<file path="config.mk">
export PLATFORM = sky130hd
export DESIGN_NAME = melody_sequencer
export DESIGN_NICKNAME = d
export VERILOG_FILES = /design/src/rtl/melody_sequencer.sv
export SDC_FILE = /design/constraint.sdc
export NUM_CORES = 1
export LEC_CHECK = 0
export CORE_ASPECT_RATIO = 2
export CORE_MARGIN = 5
export CORE_UTILIZATION = 45
export DETAILED_ROUTE_END_ITERATION = 8
export DONT_BUFFER_PORTS = 1
export GPL_ROUTABILITY_DRIVEN = 0
export MAX_ROUTING_LAYER = met4
export PLACE_DENSITY_LB_ADDON = 0.2
export SLEW_MARGIN = 20
export SYNTH_ARGS = -nofsm -noshare
export SYNTH_HDL_FRONTEND = slang
export SYNTH_SLANG_ARGS = --single-unit
export TNS_END_PERCENT = 20
</file>
<file path="constraint.sdc">
create_clock -name clk -period 8.34 [get_ports clk]
set_input_delay 0.834 -clock clk [delete_from_list [all_inputs] [get_ports clk]]
set_output_delay 0.834 -clock clk [all_outputs]
set_load 0.01 [all_outputs]
</file>
<file path="src/rtl/melody_sequencer.sv">
// melody_sequencer: pitch/enable controller for the 3-bit tone divider.
// Plays a 16-entry song ROM (autoplay) or the lowest held key (manual).
// Ports: clk, rst_n (sync, active-low); key[7:0] manual keys;
//   start/stop pulses, loop_en; pitch[2:0], tone_en, busy, note_idx[3:0],
//   done (one-cycle end-of-song pulse). All outputs registered.
// Option: define MELODY_SEQUENCER_TEMPO_EN to add tempo[1:0] (tick >> tempo).
module melody_sequencer #(
  parameter int CLK_FREQ  = 50_000_000,
  parameter int TICK_HZ   = 16,
  parameter int GAP_TICKS = 1,
  parameter int SONG_LEN  = 16
) (
  input  logic       clk,
  input  logic       rst_n,
  input  logic [7:0] key,
  input  logic       start,
  input  logic       stop,
  input  logic       loop_en,
`ifdef MELODY_SEQUENCER_TEMPO_EN
  input  logic [1:0] tempo,
`endif
  output logic [2:0] pitch,
  output logic       tone_en,
  output logic       busy,
  output logic [3:0] note_idx,
  output logic       done
);

  localparam int TICK_DIV = CLK_FREQ / TICK_HZ;
  localparam int TW = (TICK_DIV > 1) ? $clog2(TICK_DIV) : 1;
  localparam int DMAX = (GAP_TICKS > 16) ? GAP_TICKS : 16;
  localparam int DW = $clog2(DMAX + 1);

  localparam logic [1:0] S_IDLE = 2'd0;
  localparam logic [1:0] S_PLAY = 2'd1;
  localparam logic [1:0] S_GAP  = 2'd2;

  localparam logic [TW-1:0] DIV_M1 = TW'(TICK_DIV - 1);
  localparam logic [DW-1:0] GAP_D  = DW'(GAP_TICKS);
  localparam logic [3:0]    LAST   = 4'(SONG_LEN - 1);

  // {rest, pitch[2:0], dur[1:0]}
  function automatic logic [5:0] rom_entry(input logic [3:0] k);
    logic [3:0] t;
    t = 4'd15 - k;
    if (k < 4'd8)
      rom_entry = {1'b0, k[2:0], 2'd1};
    else if (k != 4'd15)
      rom_entry = {1'b0, t[2:0], 2'd0};
    else
      rom_entry = {1'b1, 3'd0, 2'd2};
  endfunction

  logic [1:0]    state, state_n;
  logic [3:0]    idx_n;
  logic [DW-1:0] dur, dur_n;
  logic [TW-1:0] tcnt, tcnt_n, per_m1;
  logic [5:0]    e_n;
  logic [2:0]    kidx, pitch_n;
  logic          paused, tick, adv, done_n;
  logic          ld_note, ld_gap, dec, tone_n;

`ifdef MELODY_SEQUENCER_TEMPO_EN
  logic [1:0] tempo_q;
  logic [TW:0] per_sh;
  logic start_ok;

  assign start_ok = (state == S_IDLE) && start && !stop && !paused;

  // Shifted period never drops below one cycle.
  always_comb begin
    per_sh = (TW+1)'(TICK_DIV) >> tempo_q;
    per_m1 = (per_sh == '0) ? '0 : TW'(per_sh - 1'b1);
  end

  always_ff @(posedge clk) begin
    if (!rst_n)
      tempo_q <= '0;
    else if (start_ok)
      tempo_q <= tempo;
  end
`else
  assign per_m1 = DIV_M1;
`endif

  assign paused = |key;

  always_comb begin
    kidx = '0;
    for (int b = 7; b >= 0; b--)
      if (key[b]) kidx = 3'(b);
  end

  assign tick = (state != S_IDLE) && !paused && (tcnt == per_m1);

  always_comb begin
    if (state == S_IDLE || stop)
      tcnt_n = '0;
    else if (paused)
      tcnt_n = tcnt;
    else if (tick)
      tcnt_n = '0;
    else
      tcnt_n = tcnt + 1'b1;
  end

  always_comb begin
    state_n = state;
    idx_n   = note_idx;
    done_n  = 1'b0;
    adv     = 1'b0;
    ld_note = 1'b0;
    ld_gap  = 1'b0;
    dec     = 1'b0;
    if (stop) begin
      state_n = S_IDLE;
      idx_n   = '0;
      ld_note = 1'b1;
    end else if (!paused) begin
      case (state)
        S_PLAY: begin
          if (tick) begin
            if (dur == DW'(1)) begin
              if (GAP_TICKS > 0) begin
                state_n = S_GAP;
                ld_gap  = 1'b1;
              end else begin
                adv = 1'b1;
              end
            end else begin
              dec = 1'b1;
            end
          end
        end
        S_GAP: begin
          if (tick) begin
            if (dur == DW'(1)) adv = 1'b1;
            else dec = 1'b1;
          end
        end
        default: begin
          state_n = start ? S_PLAY : S_IDLE;
          idx_n   = '0;
          ld_note = 1'b1;
        end
      endcase
      if (adv) begin
        ld_note = 1'b1;
        state_n = S_PLAY;
        if (note_idx < LAST) begin
          idx_n = note_idx + 4'd1;
        end else if (loop_en) begin
          idx_n = '0;
        end else begin
          state_n = S_IDLE;
          idx_n   = '0;
          done_n  = 1'b1;
        end
      end
    end
  end

  // Every duration load is for the entry that idx_n points at.
  always_comb begin
    e_n   = rom_entry(idx_n);
    dur_n = dur;
    if (ld_note)
      dur_n = DW'(5'd2 << e_n[1:0]);
    else if (ld_gap)
      dur_n = GAP_D;
    else if (dec)
      dur_n = dur - DW'(1);
  end

  always_comb begin
    if (paused)
      pitch_n = kidx;
    else if (state_n == S_IDLE)
      pitch_n = '0;
    else
      pitch_n = e_n[4:2];
    tone_n = paused | ((state_n == S_PLAY) & ~e_n[5]);
  end

  always_ff @(posedge clk) begin
    if (!rst_n) begin
      state    <= S_IDLE;
      note_idx <= '0;
      dur      <= '0;
      tcnt     <= '0;
      pitch    <= '0;
      tone_en  <= 1'b0;
      busy     <= 1'b0;
      done     <= 1'b0;
    end else begin
      state    <= state_n;
      note_idx <= idx_n;
      dur      <= dur_n;
      tcnt     <= tcnt_n;
      pitch    <= pitch_n;
      tone_en  <= tone_n;
      busy     <= (state_n != S_IDLE);
      done     <= done_n;
    end
  end

endmodule

</file>
# Word-level counts from Yosys, hierarchy flattened
# Index checks and enable logic that the tools add are counted.
# op_classes
addsub	4
magnitude_cmp	2
eq_ne	6
shift	1
n_mux	48
bitwise_logic	5
reduce_logical	13
# ops
cell	n
3-bit 2-to-1 mux	10
22-bit by 1-bit adder with 22-bit output (second input constant)	1
22-bit == test (second input constant)	1
22-bit 2-to-1 mux	1
1-bit 2-to-1 mux	21
4-bit 2-to-1 mux	5
5-bit 2-to-1 mux	3
6-bit 2-to-1 mux	2
12-bit OR reduction	1
2-bit 2-to-1 mux	5
4-bit < comparator (second input constant)	2
8-bit OR reduction	1
5-bit by 1-bit == test with 1-bit output (second input constant)	1
2-bit by 2-bit << shifter with 5-bit output (first input constant)	1
5-bit by 1-bit subtractor with 5-bit output (second input constant)	1
4-bit by 1-bit adder with 4-bit output (second input constant)	1
2-bit by 1-bit == test with 1-bit output (second input constant)	2
2-bit zero test	2
4-bit inequality test (second input constant)	1
2-bit one-hot mux with 2 select lines	1
2-bit nonzero test	2
2-bit OR reduction	2
1-bit inverter	3
3-bit nonzero test	1
other kinds (7)	8
# totals
reg_bits	39
input_bits	13
out_inout_bits	10

# Logic depth before layout (Yosys ltp)
# logic_depth
ltp_word	17
ltp_mapped	14

# Worst setup path before layout
# No wires, ideal clock.
# synth_path
kind	input to register
startpoint	input key[3]
endpoint	register tone_en
setup_ns	0.117
arrival_time_ns	3.249
required_ns	8.223
setup_slack_ns	4.973
path_stages	12
n_path_buf	0
cell_sequence	nor4_1 > nand2_2 > nor4_1 > and2_1 > nand3b_1 > a21oi_1 > ha_1 > nand3b_1 > nor3_1 > a21oi_1 > or3_1 > a32o_1
# synth_via
elab_chain_len	17
# synth_lines
element	line	rtl
from (decl)	15	input logic [7:0] key,
8-bit OR reduction (*)	86	assign paused = |key;
1-bit zero test	n/a	
1-bit logical AND (2 in a row)	94	assign tick = (state != S_IDLE) && !paused && (tcnt == per_m1);
1-bit 2-to-1 mux (2 in a row)	n/a	
1-bit 2-to-1 mux	119	end else if (!paused) begin
1-bit 2-to-1 mux	115	if (stop) begin
4-bit 2-to-1 mux	147	if (adv) begin
4-bit 2-to-1 mux (*)	119	
4-bit 2-to-1 mux (*)	115	
via idx_n[2]	55	logic [3:0] idx_n;
branches (longest 2 deep; another with 4-bit < comparator)	n/a	
6-bit 2-to-1 mux (*)	46	if (k < 4'd8)
1-bit inverter (*)	182	tone_n = paused | ((state_n == S_PLAY) & ~e_n[5]);
1-bit AND (*)	182	
1-bit OR (*)	182	
to (signal assigned)	201	tone_en <= tone_n;
to (decl)	23	output logic tone_en,
# Mark *: on every way through the listed nets, which the timed path passes. The select of a mux whose other input is x is not followed.
# A chain may end at the register's enable or synchronous reset.

# Worst setup path in the final report
# layout_path
startpoint	register state[0]
endpoint	register tone_en
# layout_via
elab_chain_len	16
# layout_lines
element	line	rtl
from (decl)	54	logic [1:0] state, state_n;
from (signal assigned)	196	state <= state_n;
2-bit nonzero test	94	
1-bit logical AND (2 in a row)	94	
1-bit 2-to-1 mux (2 in a row)	n/a	
1-bit 2-to-1 mux	119	
1-bit 2-to-1 mux	115	
4-bit 2-to-1 mux (*)	147	
4-bit 2-to-1 mux (*)	119	
4-bit 2-to-1 mux (*)	115	
via idx_n[2]	55	
branches (longest 2 deep; another with 4-bit < comparator)	n/a	
6-bit 2-to-1 mux (*)	46	
1-bit inverter (*)	182	
1-bit AND (*)	182	
1-bit OR (*)	182	
# Marked as above.

==> results.toml <==
[status]
status = "finished clean"

[sta]
fin_skew_ns = 0.01183
setup-tns-final_ns = 0
slew_headroom = 0.5611
finalCritPeriodShare = 0.4317
hold_viol_final = 0
worstMarginPinSlew_ns = 0.6491
fin_crit_ns = 3.600
rsz0062_at_grt = "false"
max_freq_mhz = 277.8
report.final.slew_viol_count = 0
setup_viol_count_final = 0

[cells_and_area]
final_area_um2 = 2281
diodes = 0
drive_gt1_frac = 0.08397
nFillCells = 469
nets = 283
multi_input_area_um2 = 1310
fin_cells = 317
synthToLayoutAreaGrowth_pct = 4.830
regArea_um2 = 780.7

[clock_tree]
cts.path.max_buffers = 2
cts_setup_buffers = 0
clock-sinks = 39
cts_buffers = 5
cts_hold_buffers = 0
cts.clk_slew.worst_paths_ns = 0.08
htree_levels = 2
cts_resized = 0
cts_tree = "done"
insertion_delay_ns = 0.29
cts_root_buf = "clkbuf_8"

[floorplanning]
dieArea_um2 = 6410
core_area_um2 = 4642
io_pins = 23
rows = 35
die_h_um = 108.3
dieWidth_um = 59.17
initial_core_util = 0.4687

[critical_path]
startpoint_type = "flip-flop"
r2r-start = "state[0]$_SDFF_PN0_"
timing.rr.end = "tone_en$_SDFF_PN0_"
reg2regPathDepth = 14
cpMaxStageDelayCell = "nor4_1"
critPathRequiredTime_ns = 8.53
max_stage_delay_ns = 0.61
worstSetupPathType = "flip-flop to flip-flop"
worstPathArrival_ns = 3.79
crit_chain = "inv_1 -> ha_1 -> and4bb_2 -> nand4b_1 -> nor4_1 -> and2_1 -> nand3b_1 -> a21oi_1 -> ha_1 -> nand3b_1 -> nor3_1 -> a21oi_1 -> or3_1 -> a32o_1"
cp_max_fo = 7
critPathCaptureType = "flip-flop"
r2r_slack_ns = 4.74

[route]
drt_drc_violations_left = 0
first_iter_violations = 78
drtPass1Iterations = 4
dr_total_vias = 1895
wl_per_cell_um = 17.07
final_antenna_net_count = 0
detail_route.wirelength_um = 5411
vias_per_cell = 5.978

[place]
numPlacedInstances = 310
port_buffers = 0
postPlaceCellArea_um2 = 2193
dp_hpwl_um = 4197

[run]
maxCapViolCount = 0

[yosys]
synth.distinct_cells = 55
ys_seq_area_frac = 0.3588
synth_top_area_frac = 0.3588
synthCells = 262
synth-seq-cells = 39
ys_async_sr_fraction = 0
synth_nets = 283
avgSynthCellArea_um2 = 8.305
synth_edf_count = 0
synth_mux_area_frac = 0.004600
synth_ff_type = "dfxtp_1"
syn-cell-area_um2 = 2176
yosysTopAreaCell = "dfxtp_1"
synth-simple-area-share = 0.3381
synth_xor_area_frac = 0.09258
synthAdderAreaFrac = 0.04600
synth_compound_area_frac = 0.1208
synthTopCellsByArea = "dfxtp_1 36%, nor2_1 7.9%, xnor2_1 4.8%"
yosysWarnings = 0
synth_top_family_by_area = "simple AND/OR/NAND/NOR gates"

[hold_path]
holdPathStages = 2
hold_start = "tcnt[5]$_SDFFE_PP0N_"
hold_path_class = "flip-flop to flip-flop"
min_to = "tcnt[5]$_SDFFE_PP0N_"

[power]
totalPowerFinal_mw = 0.3288
vdd_drop_max_mv = 0.1023
leakage_nw = 0.7416
p_per_area_nw_per_um2 = 144.1

[global_routing]
grt_max_degree = 21
overflow = 0
grt_usage = 0.1800
grt_pass1_vias = 1909
grt_pass1_wl_um = 8549
antenna_found_initial = 0
[state kept, by name, summed over array words and instances (netlist names)]
signal and count:
busy 1, dur 5, state 2, done 1, note_idx 4, pitch 3, tcnt 22, tone_en 1
[per-layer routing]
metal  wire length (um)  up-vias  track usage
met5                  0        -            -
li1                   -      927            -
met3                254       27      0.03106
met1               1892      884       0.1611
met2               2896       57       0.3267
met4                367        0       0.1232
[report_power, final]
part	internal, mW	switching (mW)	leakage (nW)
sequential	0.188	0.00175	0.315
combinational	0.00379	0.00468	0.379
clock	0.0650	0.0659	0.0470
[kinds of logic after synthesis]
family,count (synthesis)
compound gates,40
fa+ha+maj,8
simple gates,135
mux,1
buf+inv,16
xor+xnor,23
flops,39
[synthesized netlist by cell type (2+ instances only)]
cell	n
a211oi_1	3
a21oi_1	8
a22oi_1	2
a31oi_1	3
and2_1	5
and3_1	5
buf_4	2
clkbuf_1	3
dfxtp_1	39
ha_1	8
inv_1	9
nand2_1	13
nand3_1	11
nand3b_1	3
nand4_1	7
nor2_1	46
nor3_1	13
nor3b_1	3
nor4_1	4
nor4b_1	2
o21ai_0	11
o31ai_1	3
or2_2	3
or2b_2	2
or3_1	3
xnor2_1	12
xor2_1	11
[final cells by class]
cell class / count / area share
clock buffers: 6 / 0.03620
clock inverters: 1 / 0.002194
inverters: 9 / 0.01481
multi-input cells: 207 / 0.5743
flip-flops and latches: 39 / 0.3423
well taps: 55 / 0.03017
[metrics by stage]
stage	hold WS (ns)	util	setup WS (ns)
after floorplan	0.4667	-	4.973
after global placement	0.4838	0.4725	4.654
after detailed placement	0.4935	0.4725	4.542
after CTS	0.5056	0.4914	4.792
after global routing	0.5371	0.4914	4.485
final	0.5090	0.4914	4.740
[critical path: cells and delay by family, from the launching register on]
family | cells | cell delay [ns]
AOI/OAI and AO/OA | 3 | 0.52
adders and majority gates | 2 | 0.44
buffers and inverters | 1 | 0.08
DFF | 1 | 0.38
and+or+nand+nor | 8 | 2.06
[worst max-delay path by stage]
| stage | startpoint | to | slack, ns |
|---|---|---|---|
| 5_1_grt | state[0]$_SDFF_PN0_ | tone_en$_SDFF_PN0_ | 4.48 |
| 3_3_place_gp | key[3] | tone_en$_SDFF_PN0_ | 4.65 |
| 2_1_floorplan | key[3] | tone_en$_SDFF_PN0_ | 4.97 |
| 3_5_place_dp | key[5] | tone_en$_SDFF_PN0_ | 4.54 |
| 6_report | state[0]$_SDFF_PN0_ | tone_en$_SDFF_PN0_ | 4.74 |
| 4_1_cts | state[0]$_SDFF_PN0_ | tone_en$_SDFF_PN0_ | 4.79 |
[layout by cell type, fill, tap and decap left out, drive strengths merged, types with 4 or more instances in the layout]
cell type  netlist  layout
and3             5       5
nor4             5       5
and2             5       5
xor2            11      11
ha               8       8
or2              4       4
nand3           11      11
o21ai           11      11
nor3            14      14
a21oi            8       8
xnor2           12      12
nor2            47      47
inv              9       9
or3              4       4
clkbuf           4       6
nand4            7       7
dfxtp           39      39
nand2           14      14
Power figures use the tool's default switching activity.
